`src/rtl/alu_mp_seq_pkg.sv`:
```
// Shared encodings for the multi-precision ALU sequencer: command opcodes,
// alu_top function selects and sequencer FSM states.
package alu_mp_seq_pkg;

    typedef enum logic [1:0] {
        OP_ADD   = 2'b00,
        OP_SUB   = 2'b01,
        OP_LOGIC = 2'b10,
        OP_RSVD  = 2'b11
    } op_e;

    localparam logic [3:0] S_ADD = 4'b1001;
    localparam logic [3:0] S_SUB = 4'b0110;

    typedef enum logic {
        IDLE = 1'b0,
        RUN  = 1'b1
    } state_e;

endpackage

```
`src/rtl/alu_mp_seq_flags.sv`:
```
// Inter-word carry chain, running zero accumulator and final-word flag capture
// for alu_mp_seq; everything advances on the stage-2 load strobe.
module alu_mp_seq_flags (
    input  logic clk,
    input  logic rst_n,
    input  logic start,
    input  logic load,
    input  logic last,
    input  logic is_sub,
    input  logic is_logic,
    input  logic alu_C,
    input  logic alu_V,
    input  logic alu_N,
    input  logic alu_Z,
    output logic first,
    output logic carry_q,
    output logic out_c,
    output logic out_v,
    output logic out_n,
    output logic out_z
);

    logic first_reg;
    logic carry_reg;
    logic z_acc_reg;
    logic out_c_reg;
    logic out_v_reg;
    logic out_n_reg;
    logic out_z_reg;

    always_ff @(posedge clk) begin
        if (!rst_n) begin
            first_reg <= 1'b0;
            carry_reg <= 1'b0;
            z_acc_reg <= 1'b0;
            out_c_reg <= 1'b0;
            out_v_reg <= 1'b0;
            out_n_reg <= 1'b0;
            out_z_reg <= 1'b0;
        end else if (start) begin
            first_reg <= 1'b1;
        end else if (load) begin
            first_reg <= 1'b0;
            // carry_q is kept in Cin polarity: for SUB, Cin=1 means no borrow
            carry_reg <= is_sub ? ~alu_C : alu_C;
            z_acc_reg <= first_reg ? alu_Z : (z_acc_reg & alu_Z);
            if (last) begin
                out_c_reg <= is_logic ? 1'b1 : alu_C;
                out_v_reg <= alu_V;
                out_n_reg <= alu_N;
                out_z_reg <= first_reg ? alu_Z : (z_acc_reg & alu_Z);
            end
        end
    end

    assign first   = first_reg;
    assign carry_q = carry_reg;
    assign out_c   = out_c_reg;
    assign out_v   = out_v_reg;
    assign out_n   = out_n_reg;
    assign out_z   = out_z_reg;

endmodule

```
`src/rtl/alu_mp_seq.sv`:
```
// Multi-precision sequencer wrapped around alu_top: streams N operand words LSW
// first, chains carry/borrow and reports aggregate flags. Optional perf
// counters are enabled with ALU_MP_SEQ_PERF_EN.
module alu_mp_seq
    import alu_mp_seq_pkg::*;
#(
    parameter int ALU_WIDTH = 32,
    parameter int MAX_WORDS = 8,
    parameter int CNT_W     = $clog2(MAX_WORDS)
) (
    input  logic                 clk,
    input  logic                 rst_n,
    input  logic                 cmd_valid,
    output logic                 cmd_ready,
    input  logic [1:0]           cmd_op,
    input  logic [3:0]           cmd_s,
    input  logic [CNT_W-1:0]     cmd_nwords,
    input  logic                 in_valid,
    output logic                 in_ready,
    input  logic [ALU_WIDTH-1:0] in_a,
    input  logic [ALU_WIDTH-1:0] in_b,
    output logic [ALU_WIDTH-1:0] alu_opA,
    output logic [ALU_WIDTH-1:0] alu_opB,
    output logic [3:0]           alu_S,
    output logic                 alu_M,
    output logic                 alu_Cin,
    input  logic [ALU_WIDTH-1:0] alu_DO,
    input  logic                 alu_C,
    input  logic                 alu_V,
    input  logic                 alu_N,
    input  logic                 alu_Z,
    output logic                 out_valid,
    input  logic                 out_ready,
    output logic [ALU_WIDTH-1:0] out_data,
    output logic                 out_last,
    output logic                 out_c,
    output logic                 out_v,
    output logic                 out_n,
    output logic                 out_z
`ifdef ALU_MP_SEQ_PERF_EN
    ,
    output logic [15:0]          perf_cmds,
    output logic [15:0]          perf_stall
`endif
);

    localparam logic [CNT_W-1:0] CNT_ONE = {{(CNT_W-1){1'b0}}, 1'b1};

    state_e                 state_reg, state_next;
    op_e                    op_reg;
    logic [3:0]             s_reg;
    logic [CNT_W-1:0]       nwords_reg;
    logic [CNT_W-1:0]       in_idx_reg;
    logic                   in_done_reg;
    logic                   op_valid_reg;
    logic [ALU_WIDTH-1:0]   op_a_reg, op_b_reg;
    logic [CNT_W-1:0]       ld_idx_reg;
    logic                   out_valid_reg;
    logic                   out_last_reg;
    logic [ALU_WIDTH-1:0]   out_data_reg;

    logic cmd_fire, in_fire, out_fire, load, ld_last, first, carry_q;

    assign cmd_ready = (state_reg == IDLE);
    assign cmd_fire  = cmd_valid && cmd_ready;
    assign load      = op_valid_reg && (!out_valid_reg || out_ready);
    // in_done_reg replaces a count>nwords compare so a full-width nwords never overflows
    assign in_ready  = (state_reg == RUN) && !in_done_reg && (!op_valid_reg || load);
    assign in_fire   = in_valid && in_ready;
    assign out_fire  = out_valid_reg && out_ready;
    assign ld_last   = (ld_idx_reg == nwords_reg);

    always_comb begin
        state_next = state_reg;
        case (state_reg)
            IDLE:    if (cmd_fire) state_next = RUN;
            RUN:     if (out_fire && out_last_reg) state_next = IDLE;
            default: state_next = IDLE;
        endcase
    end

    always_ff @(posedge clk) begin
        if (!rst_n) begin
            state_reg     <= IDLE;
            op_reg        <= OP_ADD;
            s_reg         <= 4'b0;
            nwords_reg    <= '0;
            in_idx_reg    <= '0;
            in_done_reg   <= 1'b0;
            op_valid_reg  <= 1'b0;
            op_a_reg      <= '0;
            op_b_reg      <= '0;
            ld_idx_reg    <= '0;
            out_valid_reg <= 1'b0;
            out_last_reg  <= 1'b0;
            out_data_reg  <= '0;
        end else begin
            state_reg <= state_next;
            if (cmd_fire) begin
                op_reg      <= (op_e'(cmd_op) == OP_RSVD) ? OP_ADD : op_e'(cmd_op);
                s_reg       <= cmd_s;
                nwords_reg  <= cmd_nwords;
                in_idx_reg  <= '0;
                in_done_reg <= 1'b0;
                ld_idx_reg  <= '0;
            end
            if (in_fire) begin
                op_a_reg   <= in_a;
                op_b_reg   <= in_b;
                in_idx_reg <= in_idx_reg + CNT_ONE;
                if (in_idx_reg == nwords_reg) in_done_reg <= 1'b1;
            end
            if (in_fire)   op_valid_reg <= 1'b1;
            else if (load) op_valid_reg <= 1'b0;
            if (load) begin
                out_data_reg <= alu_DO;
                out_last_reg <= ld_last;
                ld_idx_reg   <= ld_idx_reg + CNT_ONE;
            end
            if (load)          out_valid_reg <= 1'b1;
            else if (out_fire) out_valid_reg <= 1'b0;
        end
    end

    always_comb begin
        alu_S   = S_ADD;
        alu_M   = 1'b1;
        alu_Cin = first ? 1'b0 : carry_q;
        case (op_reg)
            OP_SUB: begin
                alu_S   = S_SUB;
                alu_Cin = first ? 1'b1 : carry_q;
            end
            OP_LOGIC: begin
                alu_S   = s_reg;
                alu_M   = 1'b0;
                alu_Cin = 1'b1;
            end
            default: ;
        endcase
    end

    alu_mp_seq_flags u_flags (
        .clk      (clk),
        .rst_n    (rst_n),
        .start    (cmd_fire),
        .load     (load),
        .last     (ld_last),
        .is_sub   (op_reg == OP_SUB),
        .is_logic (op_reg == OP_LOGIC),
        .alu_C    (alu_C),
        .alu_V    (alu_V),
        .alu_N    (alu_N),
        .alu_Z    (alu_Z),
        .first    (first),
        .carry_q  (carry_q),
        .out_c    (out_c),
        .out_v    (out_v),
        .out_n    (out_n),
        .out_z    (out_z)
    );

    assign alu_opA   = op_a_reg;
    assign alu_opB   = op_b_reg;
    assign out_valid = out_valid_reg;
    assign out_data  = out_data_reg;
    assign out_last  = out_last_reg;

`ifdef ALU_MP_SEQ_PERF_EN
    logic [15:0] perf_cmds_reg, perf_stall_reg;

    always_ff @(posedge clk) begin
        if (!rst_n) begin
            perf_cmds_reg  <= 16'h0;
            perf_stall_reg <= 16'h0;
        end else begin
            if (out_fire && out_last_reg && perf_cmds_reg != 16'hFFFF)
                perf_cmds_reg <= perf_cmds_reg + 16'h1;
            if (out_valid_reg && !out_ready && perf_stall_reg != 16'hFFFF)
                perf_stall_reg <= perf_stall_reg + 16'h1;
        end
    end

    assign perf_cmds  = perf_cmds_reg;
    assign perf_stall = perf_stall_reg;
`endif

endmodule

```
`config.mk`:
```
export PLATFORM = sky130hd
export DESIGN_NAME = alu_mp_seq
export DESIGN_NICKNAME = d
export VERILOG_FILES = /design/src/rtl/alu_mp_seq_pkg.sv /design/src/rtl/alu_mp_seq_flags.sv /design/src/rtl/alu_mp_seq.sv
export SDC_FILE = /design/constraint.sdc
export NUM_CORES = 1
export LEC_CHECK = 0
export ABC_CLOCK_PERIOD_IN_PS = 1400
export CORE_ASPECT_RATIO = 0.8
export CORE_UTILIZATION = 35
export DETAILED_ROUTE_END_ITERATION = 16
export PLACE_DENSITY = 0.7
export SLEW_MARGIN = 20
export SYNTH_ARGS = -nofsm -noshare
export SYNTH_HDL_FRONTEND = slang
export SYNTH_SLANG_ARGS = --single-unit
```
`constraint.sdc`:
```
create_clock -name clk -period 1.4 [get_ports clk]
set_input_delay 0.21 -clock clk [delete_from_list [all_inputs] [get_ports clk]]
set_output_delay 0.21 -clock clk [all_outputs]
set_load 0.01 [all_outputs]
```
==> flow_summary.rst, run 1 <==
.. list-table::
   :header-rows: 1

   * - Metric
     - Value
   * - Run status
     - finished, violations left
   * - Violations in the final reports
     - setup timing
   * - Leading post-synthesis cells by cell area
     - sky130_fd_sc_hd__dfxtp_1, sky130_fd_sc_hd__nand2_1, sky130_fd_sc_hd__a21boi_0, sky130_fd_sc_hd__a21boi_1, sky130_fd_sc_hd__clkbuf_1
   * - Worst Path Required
     - 1190 ps
   * - Post-detail-place hpwl
     - 9.19 mm
   * - Remaining Overflow, GRT
     - 0
   * - Top-count cell post-synth
     - sky130_fd_sc_hd__nand2_1
   * - Count of distinct cell types in the synthesized netlist
     - 36
   * - Share of the yosys chip area belonging to registers
     - 50.9%
   * - Arrival @ worst endpoint
     - between 1000 and 1500 ps
   * - Post-CTS Hold Fix Bufs
     - 0
   * - Number of global-route vias before repair
     - ~4500
   * - Met3 layer wire length in the routed design
     - 1.15 mm
   * - Total clock buffers created by CTS
     - 17
   * - Placed Instances
     - approximately 960
   * - Post-synth top area share
     - 50.9%
   * - Port-buffer cells
     - 223
   * - Static Leakage
     - 3.82 nW
   * - P_sw
     - between 2 and 2.5 mW
   * - Largest driver fanout on the critical path
     - 7
   * - Wire length of the first global-routing pass
     - 22.6 mm
   * - Clock-pin slew reported for the worst setup and hold paths after clock tree synthesis
     - 60 ps
   * - Layout area overhead
     - 81.2%
   * - DRC violation count after routing
     - 0
   * - Met2 routed wirelength
     - 7.59 mm
   * - Crit Path Category
     - reg -> out
   * - Post-layout net count
     - ~950
   * - Mean instance size in the synthesized netlist
     - around 8.5 um^2
   * - Switching Share
     - 22.8%
   * - Final setup slack of the worst path
     - -256 ps
   * - # rows
     - 38
   * - Routed wire length per instance
     - 15.5 um
   * - Total power
     - 9.58 mW
   * - Skew-Pair Late Insertion Delay
     - 420 ps
   * - Clock Sinks
     - 123
   * - Routed length on met1
     - between 6 and 7 mm
   * - Max IR drop VDD
     - between 0.8 and 0.9 mV
   * - Type of element launching the critical path
     - flop
   * - Worst hold path cell count
     - 2
   * - Syn Inst Count
     - 569
   * - Max Slew Vio Count
     - 0
   * - Internal power consumption
     - 7.39 mW
   * - Setup repair after global routing missed its margin
     - yes
   * - Remaining number of nets flagged by the antenna check after routing
     - 0
   * - Worst reg-to-reg path cell count
     - 7
   * - Share of synthesized flip-flops with an asynchronous set or reset
     - 0%
   * - Clock power share
     - 46.9%
   * - TritonCTS clock tree
     - built
   * - Share of power burned in combinational logic
     - 14.2%
   * - R2R setup slack
     - -50 ps
   * - Measured slew at the worst slew-check pin
     - between 300 and 400 ps
   * - Die Area
     - 14300 um^2
   * - Setup TNS
     - -1460 ps
   * - Non-Filler Instances
     - between 1000 and 1500
   * - Count of warnings emitted by yosys
     - 0
   * - Initial Util
     - 35.8%
   * - RD Place Congestion
     - 0.758
   * - Die Span X
     - 133 um
   * - Count of flip-flops with a built-in enable after synthesis
     - 0
   * - Initial antenna violation count
     - 0
   * - Cell type with the largest total area after synthesis
     - sky130_fd_sc_hd__dfxtp_1
   * - Top Ports
     - approximately 220
   * - Detailed Route Iter0 Violations
     - 175
   * - Final Hold Fails
     - 0
   * - Chip Height
     - 107 um
   * - Number of H-tree levels
     - 4
   * - Total length of routed wires
     - 15.8 mm
   * - Instance area at placement
     - between 7000 and 8000 um^2
   * - Max-cap violation count
     - 0
   * - Clock period minus final worst setup slack
     - 1660 ps
   * - Highest routed metal layer
     - met4
   * - Area of the mapped netlist
     - 4830 um^2
   * - Root buffer selected by CTS
     - sky130_fd_sc_hd__clkbuf_16
   * - Setup WS pre-CTS
     - -460 ps
   * - Tightest Hold Check Type
     - in -> reg
   * - Number of buffers on the longest clock path
     - 2
   * - Post-synthesis net count
     - 687
   * - Post-route cell area
     - 8760 um^2
   * - Routed vias
     - around 4800
   * - Gr usage total
     - 20.3%
   * - First-pass iteration count of the detailed router
     - 4
   * - Final core utilization
     - 64.9%
   * - Maximum clock skew at final layout
     - around 14 ps
   * - Largest net degree at the start of global routing
     - 63
   * - Element type at the critical path end
     - primary output
   * - Timing-limited maximum frequency
     - 604 MHz
   * - Commonest register cell after synthesis
     - sky130_fd_sc_hd__dfxtp_1
   * - N_diodes
     - 0
   * - Final Setup Violations
     - 17
   * - Max transition margin
     - 74.4%
   * - Final Hold Slack
     - 242 ps
   * - Synthesized flop and latch total
     - 123
   * - Per-cell via count in the routed design
     - 4.71
   * - Period Utilization, post-route
     - 118%
   * - Sequential power share
     - about two fifths
   * - Most common library cells after synthesis
     - sky130_fd_sc_hd__nand2_1, sky130_fd_sc_hd__dfxtp_1, sky130_fd_sc_hd__a21boi_0
   * - Area of the core
     - between 10000 and 15000 um^2
   * - Power density cells
     - 1090 nW/um^2
   * - Layout cell share with drive strength beyond 1
     - a little under a quarter
## cell type report
class                      count  area (um^2)
clock buffer                  24          492
fill                        1110         4740
tap                          180          225
sequential                   123         2470
inverter                       8         30.0
clock inverter                 7          113
timing repair buffer         277         2840
multi-input combinational    400         2590
## cells in the final DEF (no fill, tap or decap), drive strengths merged, types with 2 or more instances in the layout
cell type / n
o21ai: 3
xnor2: 4
nor3: 4
dlygate4sd2: 102
nor2: 4
clkinv: 3
mux2i: 5
buf: 57
xor2: 3
ha: 4
dfxtp: 123
a21boi: 111
nand4b: 3
nor2b: 6
nand2: 223
nand3: 2
a21oi: 7
nand3b: 5
clkbuf: 30
clkdlybuf4s50: 112
and4b: 2
inv: 8
bufinv: 3
nand4: 3
## metal layers
metal | vias to the layer above | GRT usage [%]
met5 | - | 0
met4 | 0 | 8.44
met3 | 20 | 7.80
met2 | 169 | 33.9
met1 | 2227 | 23.2
li1 | 2380 | -
## power groups by stage
| stage | clock, mW | sequential [mW] | combinational (mW) |
|---|---|---|---|
| 2_1_floorplan | 0 | 3.83 | 0.369 |
| 3_5_place_dp | 0 | 3.79 | 1.13 |
| 6_report | 4.49 | 3.72 | 1.36 |
| 3_3_place_gp | 0 | 3.78 | 1.11 |
| 5_1_grt | 4.72 | 3.74 | 1.46 |
| 4_1_cts | 4.59 | 3.71 | 1.16 |
## critical path, stage by stage, from the launching register on
cell	delay, ps
sky130_fd_sc_hd__dfxtp_2	320
sky130_fd_sc_hd__inv_2	60
sky130_fd_sc_hd__ha_4	200
sky130_fd_sc_hd__nor2_1	70
sky130_fd_sc_hd__o22ai_2	90
sky130_fd_sc_hd__o31a_1	170
sky130_fd_sc_hd__buf_6	110
## repair_timing
action,CTS,global route
pin swaps,5,97
endpoints found under the setup margin,174,78
cloned,6,9
buffers inserted,9,5
gates resized for setup,162,179
## cells by family after synthesis
group	count (synthesis)	share of synthesized area [%]
xor+xnor	7	1.27
compound gates	127	19.3
buf+inv	47	4.68
mux	5	1.04
simple gates	256	21.8
fa+ha+maj	4	1.04
flops	123	50.9
## path summary, 6_finish.rpt
| kind | from | end |
|---|---|---|
| setup / recovery | op_reg[0] | alu_Cin |
| hold / removal | rst_n | u_flags.carry_q |
| setup reg to reg | out_valid | alu_opA[29] |
| hold reg to reg | alu_opA[18] | alu_opA[18] |
(Power assumes the default switching activity.)
==> run 2, diff against run 1 <==
- CORE_MARGIN: unset -> 2
- REMOVE_ABC_BUFFERS: unset -> 1
==> run 2 against run 1 <==
Net effect: total power is 4.0% higher; cell count increased by 1.1%; maximum frequency fell by 0.34%; clock power rose by 7.8%; sequential power hardly changed; the run still ends with setup timing left; non-clock buffer count is 11 higher; worst setup slack worse by 5.7 ps.
==> flow_summary.rst, run 2 (synthesized netlist as in run 1, its figures left out) <==
.. list-table::
   :header-rows: 1

   * - Metric
     - Value
   * - Static Leakage
     - 3.90 nW (+1.9%)
   * - TritonCTS clock tree
     - built
   * - Remaining Overflow, GRT
     - 0 (unchanged)
   * - Arrival @ worst endpoint
     - 1990 ps (+540 ps)
   * - Wire length of the first global-routing pass
     - 21.1 mm (-6.3%)
   * - Largest net degree at the start of global routing
     - 69 (+9.5%)
   * - Layout cell share with drive strength beyond 1
     - 23.4% (+0.88 points)
   * - Setup repair after global routing missed its margin
     - yes
   * - Final setup slack of the worst path
     - -262 ps (-5.71 ps)
   * - Crit Path Category
     - reg -> reg
   * - Endpoint of the worst-slack reg-to-reg timing path
     - alu_opB[13]
   * - Sequential standard cell area
     - 2470 um^2 (about the same)
   * - Type of element launching the critical path
     - flop
   * - Post-layout net count
     - 955 (+1.1%)
   * - Number of H-tree levels
     - 4 (unchanged)
   * - Run status
     - finished, violations left
   * - Skew-Pair Late Insertion Delay
     - 420 ps (about the same)
   * - Period Utilization, post-route
     - 119% (+0.41 points)
   * - Worst Path Required
     - 1730 ps (+540 ps)
   * - Maximum clock skew at final layout
     - 5.73 ps (-8.38 ps)
   * - Number of buffers on the longest clock path
     - 2 (unchanged)
   * - Max Slew Vio Count
     - 0 (unchanged)
   * - Routed wire length per instance
     - 15.9 um (+2.6%)
   * - N_diodes
     - 0 (unchanged)
   * - Max IR drop VDD
     - 0.803 mV (-4.6%)
   * - Combined area of the multi-input logic cells
     - 2560 um^2 (-1.1%)
   * - Measured slew at the worst slew-check pin
     - 264 ps (-120 ps)
   * - Final Setup Violations
     - 73 (+56)
   * - Max-cap violation count
     - 0 (unchanged)
   * - Port-buffer cells
     - 223 (unchanged)
   * - Worst reg-to-reg path cell count
     - 8 (+1)
   * - Layout area overhead
     - 84.0%
   * - Top Ports
     - 224 (unchanged)
   * - Max transition margin
     - 82.4% (+8.0 points)
   * - Power density cells
     - 1120 nW/um^2 (+2.4%)
   * - Number of inserted filler cells in the final layout
     - 1093 (-1.5%)
   * - Routed vias
     - 4876 (+1.7%)
   * - # rows
     - 38 (unchanged)
   * - Top library cells by usage in the layout, fill and taps aside
     - sky130_fd_sc_hd__nand2_1, sky130_fd_sc_hd__dfxtp_1, sky130_fd_sc_hd__clkdlybuf4s50_1
   * - Per-cell via count in the routed design
     - 4.73 (+0.58%)
   * - Chip Height
     - 109 um (+1.9%)
   * - Total clock buffers created by CTS
     - 17 (unchanged)
   * - Die Area
     - 14800 um^2 (+3.4%)
   * - Initial Util
     - 35.7% (-0.13 points)
   * - Gr usage total
     - 18.2% (-2.0 points)
   * - Number of global-route vias before repair
     - 4507 (-0.067%)
   * - R2R setup slack
     - -260 ps (-210 ps)
   * - Detailed Route Iter0 Violations
     - 189 (+8.0%)
   * - WHS Endpoint
     - alu_opB[5]
   * - Final Hold Fails
     - 0 (unchanged)
   * - HP Start
     - rst_n
   * - Die Span X
     - 135 um (+1.5%)
   * - Post-detail-place hpwl
     - 9.44 mm (+2.8%)
   * - Initial antenna violation count
     - 0 (unchanged)
   * - Area of the core
     - 13600 um^2 (+0.35%)
   * - Total length of routed wires
     - 16.3 mm (+3.7%)
   * - Violations in the final reports
     - setup timing
   * - Clock-pin slew reported for the worst setup and hold paths after clock tree synthesis
     - 60 ps (about the same)
   * - Largest driver fanout on the critical path
     - 8 (+1)
   * - Worst hold path cell count
     - 2 (unchanged)
   * - Root buffer selected by CTS
     - sky130_fd_sc_hd__clkbuf_16
   * - Timing-limited maximum frequency
     - 602 MHz (-0.34%)
   * - RD Place Congestion
     - 0.773 (+2.0%)
   * - Element type at the critical path end
     - flop
   * - First-pass iteration count of the detailed router
     - 4 (unchanged)
   * - Clock period minus final worst setup slack
     - 1660 ps (+5.71 ps)
   * - Tightest Hold Check Type
     - in -> reg
   * - DRC violation count after routing
     - 0 (unchanged)
   * - Remaining number of nets flagged by the antenna check after routing
     - 0 (unchanged)
   * - Clock Sinks
     - 123 (unchanged)
   * - Setup WS pre-CTS
     - -541 ps (-81.7 ps)
   * - Setup TNS
     - -8610 ps (-7150 ps)
   * - Launching point of the worst reg2reg path
     - out_valid
   * - Leading cell type in the layout, fill and taps excluded
     - sky130_fd_sc_hd__nand2_1
==> run 2: cell types whose count changed in the layout (fill, tap and decap cells not counted), sizes merged <==
cell	previous run	this run
and4b	2	1
buf	57	64
bufinv	3	5
clkbuf	30	31
clkdlybuf4s50	112	111
clkinvlp	1	3
dlygate4sd2	102	103
==> run 2: stage by stage <==
step                util [%]  hold slack (ps)  total power, mW  cells  cell area, um^2
finish                  65.6              130             9.96   1030             8890
floorplan                  -              338             4.14    530             4640
detailed placement      54.6              446             4.92    964             7400
global route            65.6              126             10.3   1030             8890
CTS                     58.6              112             9.69    996             7940
global placement        54.6              441             4.89    964             7400
==> run 2: worst max path at each step <==
| stage | from | end | slack (ps) | cells past startpoint |
|---|---|---|---|---|
| CTS | op_reg[0] | alu_S[3] | -240 | 5 |
| global route | op_reg[0] | alu_Cin | -300 | 6 |
| global placement | out_ready | in_ready | -580 | 4 |
| detailed placement | out_ready | in_ready | -540 | 4 |
| finish | out_valid | alu_opB[13] | -260 | 8 |
| floorplan | out_valid | in_idx_reg[2] | -1190 | 4 |
==> run 2: critical path, cell delays in order, from the launching register on <==
cell	delay, ps
sky130_fd_sc_hd__dfxtp_2	320
sky130_fd_sc_hd__nand3b_1	110
sky130_fd_sc_hd__buf_4	130
sky130_fd_sc_hd__buf_6	80
sky130_fd_sc_hd__and4b_4	340
sky130_fd_sc_hd__buf_12	180
sky130_fd_sc_hd__clkbuf_16	170
sky130_fd_sc_hd__nand2_1	70
sky130_fd_sc_hd__a21boi_1	170
==> run 2: timing repair <==
action | 4_1_cts | 5_1_grt
endpoints found under the setup margin | 140 | 85
pin swaps | 3 | 76
hold buffers | 0 | 0
cloned | 0 | 20
resized for setup | 148 | 201
setup buffers | 0 | 14
==> run 2: layer usage <==
| layer | GRT usage [%] | wire (um) | part of all wire (%) | vias to the layer above |
|---|---|---|---|---|
| met1 | 20.6 | 6950 | 42 | 2263 |
| met2 | 31.9 | 7940 | 49 | 172 |
| met3 | 5.39 | 1090 | 6.6 | 35 |
| met4 | 8.71 | 372 | 2.3 | 0 |
| met5 | 0 | 0 | 0 | - |
| li1 | - | - | - | 2406 |
==> run 2: area by class of cell <==
class | instances | share of cell area [%]
Timing Repair Buffer | 288 | 33.2
Multi-Input combinational cell | 399 | 28.8
Sequential cell | 123 | 27.8
Clock buffer | 21 | 5.18
Tap cell | 180 | 2.53
Clock inverter | 11 | 2.15
Inverter | 8 | 0.338
==> run 2: where the power goes <==
group	internal, mW	switching, mW	leakage (nW)	total (mW)
Sequential	3.64	0.0767	1.00	3.72
Combinational	0.814	0.594	2.59	1.41
Clock	3.25	1.59	0.309	4.84
==> variant 1: new RTL, config.mk and constraints of run 2 <==
Change the parameter `ALU_WIDTH` from 32 to 48.
--- a/src/rtl/alu_mp_seq.sv
+++ b/src/rtl/alu_mp_seq.sv
@@ -4,7 +4,7 @@
 module alu_mp_seq
     import alu_mp_seq_pkg::*;
 #(
-    parameter int ALU_WIDTH = 32,
+    parameter int ALU_WIDTH = 48,
     parameter int MAX_WORDS = 8,
     parameter int CNT_W     = $clog2(MAX_WORDS)
 ) (
Ports: changed (6 resized); port bits go from 224 to 320. The function was not compared with the original's and may differ.
==> variant 1 against run 2 <==
The flow still finishes with violations (negative setup slack); worst setup slack worse by 9.5 ps; routed wire length up 41%; clock power shrank 4%; total power grew 19%; sequential cell count increased by 48; design area increased by 39%; global-route usage is 0.60 points higher; count of clock-buffer cells in the layout decreased by 2; synthesized area is 38% higher; critical path depth fell by 2; critical endpoint is now alu_S[2]; highest routed layer unchanged.
==> variant 1: results (changes against run 2) <==
- The critical-path cell with the highest stage delay is dfxtp_2.
- The total routing usage reported by global routing came to 18.8% (+0.60 points).
- The placer's final routability congestion estimate is 0.770 (-0.34%).
- The total via count after detailed routing is 6500 (+33%).
- The number of global-route vias before repair is 5800 (+29%).
- The delay of the slowest cell on the worst path came to 320 ps (-20 ps).
- The net count reported at finish was 1310 (+37%).
- The ratio of routed vias to standard cells is 4.59 (-3.0%).
- The clock skew is 13.0 ps (+7.25 ps).
- The endpoint arrival time on the critical path is 1460 ps (-530 ps).
- The detailed-route wire length is 23000 um (+41%).
- The count of different cell masters after synthesis is 37 (+2.8%).
- The post-detailed-placement half-perimeter wirelength is 13700 um (+45%).
- The end of the worst register-to-register path is alu_opB[33].
- The post-detailed-placement cell area came to 0.0104 mm2 (+40%).
- The minimum setup slack among reg-to-reg paths is -90 ps (+170 ps).
- The proportion of layout cells with a drive suffix above 1 is 27.4% (+4.0 points).
- The checks that failed: negative setup slack.
- The number of antenna violations at the first check in global routing was 0 (unchanged).
- The peak supply drop is 0.000695 V (-13%).
- The first-pass GRT wire length was 30200 um (+43%).
- The commonest cells after synthesis are nand2_1, dfxtp_1, a21boi_1.
- The worst hold path depth is 2 (unchanged).
- The maximum buffer depth of the clock tree came to 2 (unchanged).
- The number of buffers added on ports is 319 (+43%).
- After synthesis, the cell types taking the most area are dfxtp_1, nand2_1, a21boi_1.
- The setup slack at placement is -428 ps (+113 ps).
- The end of the worst hold path is state_reg.
- The fill cell instance count of the final layout is 1583 (+45%).
- The worst slew margin relative to its limit is 78.7% (-3.7 points).
- The largest net degree at the start of global routing is 59 (-14%).
- The violation count after the first detailed-routing iteration was 237 (+25%).
- The flow ran to the end, but the final reports show violations.
- The per-instance average area after synthesis was 8.55 um2 (+0.62%).
- The share of synthesized area occupied by flip-flops and latches is 51.5% (+0.54 points).
- The smallest setup slack after layout is -272 ps (-9.45 ps).
- The worst hold margin came to 108 ps (-21.6 ps).
- The clock-pin slew of the registers on the worst-case setup and hold paths is 70 ps.
- The leakage power of the design was 5.41 nW (+39%).
- The worst hold path begins at out_ready.
- The count of endpoints failing setup in the final report is 73 (unchanged).
-- variant 1: timing repair --
item,in CTS,in global routing
buffers inserted,8,10
pin swaps,14,194
gates resized for setup,204,269
endpoints found under the setup margin,220,116
cloned,2,23
-- variant 1: where the power goes --
| group | switching (W) | internal (W) |
|---|---|---|
| Clock | 0.00220 | 0.00246 |
| Combinational | 0.000852 | 0.00118 |
| Sequential | 0.000124 | 0.00505 |
| Total | 0.00318 | 0.00869 |
-- variant 1: how the worst max path moves through the flow --
| stage | start | to | cells after the start |
|---|---|---|---|
| 2_1_floorplan | out_valid | in_idx_reg[2] | 4 |
| 3_3_place_gp | out_ready | in_ready | 4 |
| 3_5_place_dp | out_ready | in_ready | 4 |
| 4_1_cts | op_reg[0] | alu_S[3] | 5 |
| 5_1_grt | op_reg[0] | alu_Cin | 6 |
| 6_report | op_reg[0] | alu_S[2] | 6 |
-- variant 1: kinds of logic (layout without fill, tap and decap cells) --
logic type      count (synthesis)  after routing  share of synthesized area [%]
simple gates                  352            352                           21.4
compound gates                175            175                           19.4
flops                         171            171                           51.5
buf+inv                        64            443                           5.30
xor+xnor                        7              7                          0.922
mux                             5              5                          0.752
fa+ha+maj                       4              4                          0.752
-- variant 1: routing by layer --
layer,part of all wire [%],vias to the layer above,global-route usage [%]
met5,0,-,0
met4,1.6,0,5.56
met3,7.0,28,6.21
met2,49,201,31.6
met1,42,3007,23.0
li1,-,3264,-
-- variant 1: cell type report --
type                    count  area, um2  share of cell area, %
repair buffers            403       4230                   34.3
inverters                   8       30.0                  0.244
clock inverters            13        120                  0.974
flip-flops and latches    171       3430                   27.8
clock buffers              19        453                   3.67
well taps                 258        323                   2.62
multi-input cells         543       3750                   30.4
-- variant 1: critical path, delay by kind of cell (launching register included) --
family	cells	cell delay, ps
AND/OR/NAND/NOR	1	60
AO/OA/AOI/OAI	1	110
adder cells (fa/ha/maj)	1	160
flip-flops	1	320
buffers and inverters	3	390
-- variant 1: stage by stage --
stage / power [W] / setup TNS [ps]
after floorplan: 0.00576 / -200580
after global placement: 0.00688 / -45450
after detailed placement: 0.00690 / -48720
after CTS: 0.0115 / -1860
after global routing: 0.0123 / -10720
final: 0.0119 / -3130
==> variant 2: new RTL, config.mk and constraints of run 2 <==
Without the edit above. Build with the macro `ALU_MP_SEQ_PERF_EN` defined.
--- a/src/rtl/alu_mp_seq.sv
+++ b/src/rtl/alu_mp_seq.sv
@@ -1,6 +1,8 @@
 // Multi-precision sequencer wrapped around alu_top: streams N operand words LSW
 // first, chains carry/borrow and reports aggregate flags. Optional perf
 // counters are enabled with ALU_MP_SEQ_PERF_EN.
+`define ALU_MP_SEQ_PERF_EN
+
 module alu_mp_seq
     import alu_mp_seq_pkg::*;
 #(
Behaviour (old outputs only; new: perf_cmds and perf_stall): unchanged (Yosys induction, for registers that start in step).
==> variant 2 against run 2 <==
The flow still finishes with violations (negative setup slack); sequential cell count up 32; die area rose by 29%; count of clock-buffer cells in the layout down 4; clock power shrank 5.8%; routed wire length rose by 36%; design area up 34%; via count increased by 36%; worst setup slack lost 33 ps; synthesized area is 30% higher; total power is 6.6% higher; cell count grew 31%; critical path type is now reg2out; critical endpoint is now alu_Cin; largest cell class unchanged; highest routed layer unchanged.
==> variant 2: results (changes against run 2) <==
- The proportion of layout cells with a drive suffix above 1 came to 36.1% (+13 points).
- The hold path startpoint is alu_DO[1].
- The combined area of the multi-input logic cells came to 0.00370 mm2 (+44%).
- The synthesized instance count is 696 (+22%).
- The count of multi-input gates came to 489 (+23%).
- The count of different cell masters after synthesis was 53 (+47%).
- The placer's final routability congestion estimate is 0.803 (+4.0%).
- The post-detailed-placement half-perimeter wirelength is 14800 um (+57%).
- The total area of sequential cells was 0.00316 mm2 (+28%).
- The number of placement rows is 43 (+13%).
- The post-detailed-placement cell area is 0.0101 mm2 (+37%).
- In this design, the largest share of critical-path delay is due to flip-flops.
- The first-pass GRT wire length came to 32700 um (+55%).
- Yosys attributes the largest share of cell area to dfxtp_1, mux2i_1, nand2_1.
- The area share of buffers outside the clock network was 34.8% (+1.5 points).
- The post-layout utilization of the core is 68.2% (+2.5 points).
- The total routed wire length on the met1 layer is 9020 um (+30%).
- The routed length per instance is 16.5 um (+4.2%).
- The setup slack at placement is -523 ps (+18.8 ps).
- The total via count after detailed routing is 6648 (+36%).
- The checks that failed: negative setup slack.
- The worst-path maximum fanout was 4 (-4).
- The worst slew margin relative to its limit came to 73.7% (-8.7 points).
- The number of clock buffers in the layout came to 17 (-19%).
- The total routing usage reported by global routing is 21.7% (+3.4 points).
- The worst register-to-register path ends at perf_stall[14].
- The number of synthesized register bits is 155 (+26%).
- The smallest setup slack after layout is -295 ps (-33.3 ps).
- The count of endpoints failing setup in the final report is 110 (+51%).
- The clock skew came to 8.20 ps (+2.47 ps).
- The clock network area share is 4.86% (-2.5 points).
- The worst hold margin is 341 ps (+211 ps).
- The peak supply drop came to 0.000774 V (-3.7%).
- The end of the worst hold path is out_data[1].
- The share of synthesized area occupied by flip-flops and latches came to 49.3% (-1.6 points).
- The count of plain and timing-repair buffers was 433 (+50%).
- The detailed route wirelength on metal3 was 2120 um (+96%).
- The largest individual stage delay along the critical path comes from the cell dfxtp_2.
- The commonest cells after synthesis are dfxtp_1, nand2_1, nor2_1.
- The largest net degree at the start of global routing is 27 (-61%).
- The leakage power of the design came to 5.60 nW (+44%).
- The number of global-route vias before repair is 6530 (+45%).
- The post-placement cell count came to 1274 (+32%).
- The net count reported at finish is 1228 (+29%).
- The global-route met3 utilization came to 9.92% (+4.5 points).
- The power spent charging and discharging nets is 0.00273 W (+21%).
- In this run the critical register-to-register path is launched from perf_stall[0].
- The sequential power is 0.00461 W (+24%).
- The proportion of power drawn by the clock network is 43.0% (-5.6 points).
- The run finished, with violations left.
- The violation count after the first detailed-routing iteration was 298 (+58%).
- The fill cell instance count of the final layout is 1360 (+24%).
- The worst hold path depth is 3 (+1).
## variant 2: worst max path at each step
stage,start,to,slack [ps],cells after the start
final,op_reg[1],alu_Cin,-300,4
after global routing,op_reg[1],alu_Cin,-400,5
after CTS,op_reg[1],alu_Cin,-310,4
after detailed placement,out_ready,in_ready,-520,4
after global placement,out_ready,in_ready,-510,4
after floorplan,state_reg,in_done_reg,-2640,4
## variant 2: repair_timing
item | 4_1_cts | 5_1_grt
buffers inserted | 21 | 16
setup endpoints to repair | 273 | 170
gates cloned | 4 | 5
hold buffers | 0 | 0
pin swaps | 38 | 102
resized for setup | 289 | 195
## variant 2: kinds of logic (layout without fill, tap and decap cells)
family                   after synthesis  count (layout)  synth area share [%]
flip-flops                           155             155                  49.3
AO/OA/AOI/OAI                        113             113                  10.5
adder cells (fa/ha/maj)                6               6                  1.19
multiplexers                          76              76                  12.1
buffers and inverters                 52             476                  3.74
AND/OR/NAND/NOR                      286             286                  22.0
XOR/XNOR                               8               8                  1.11
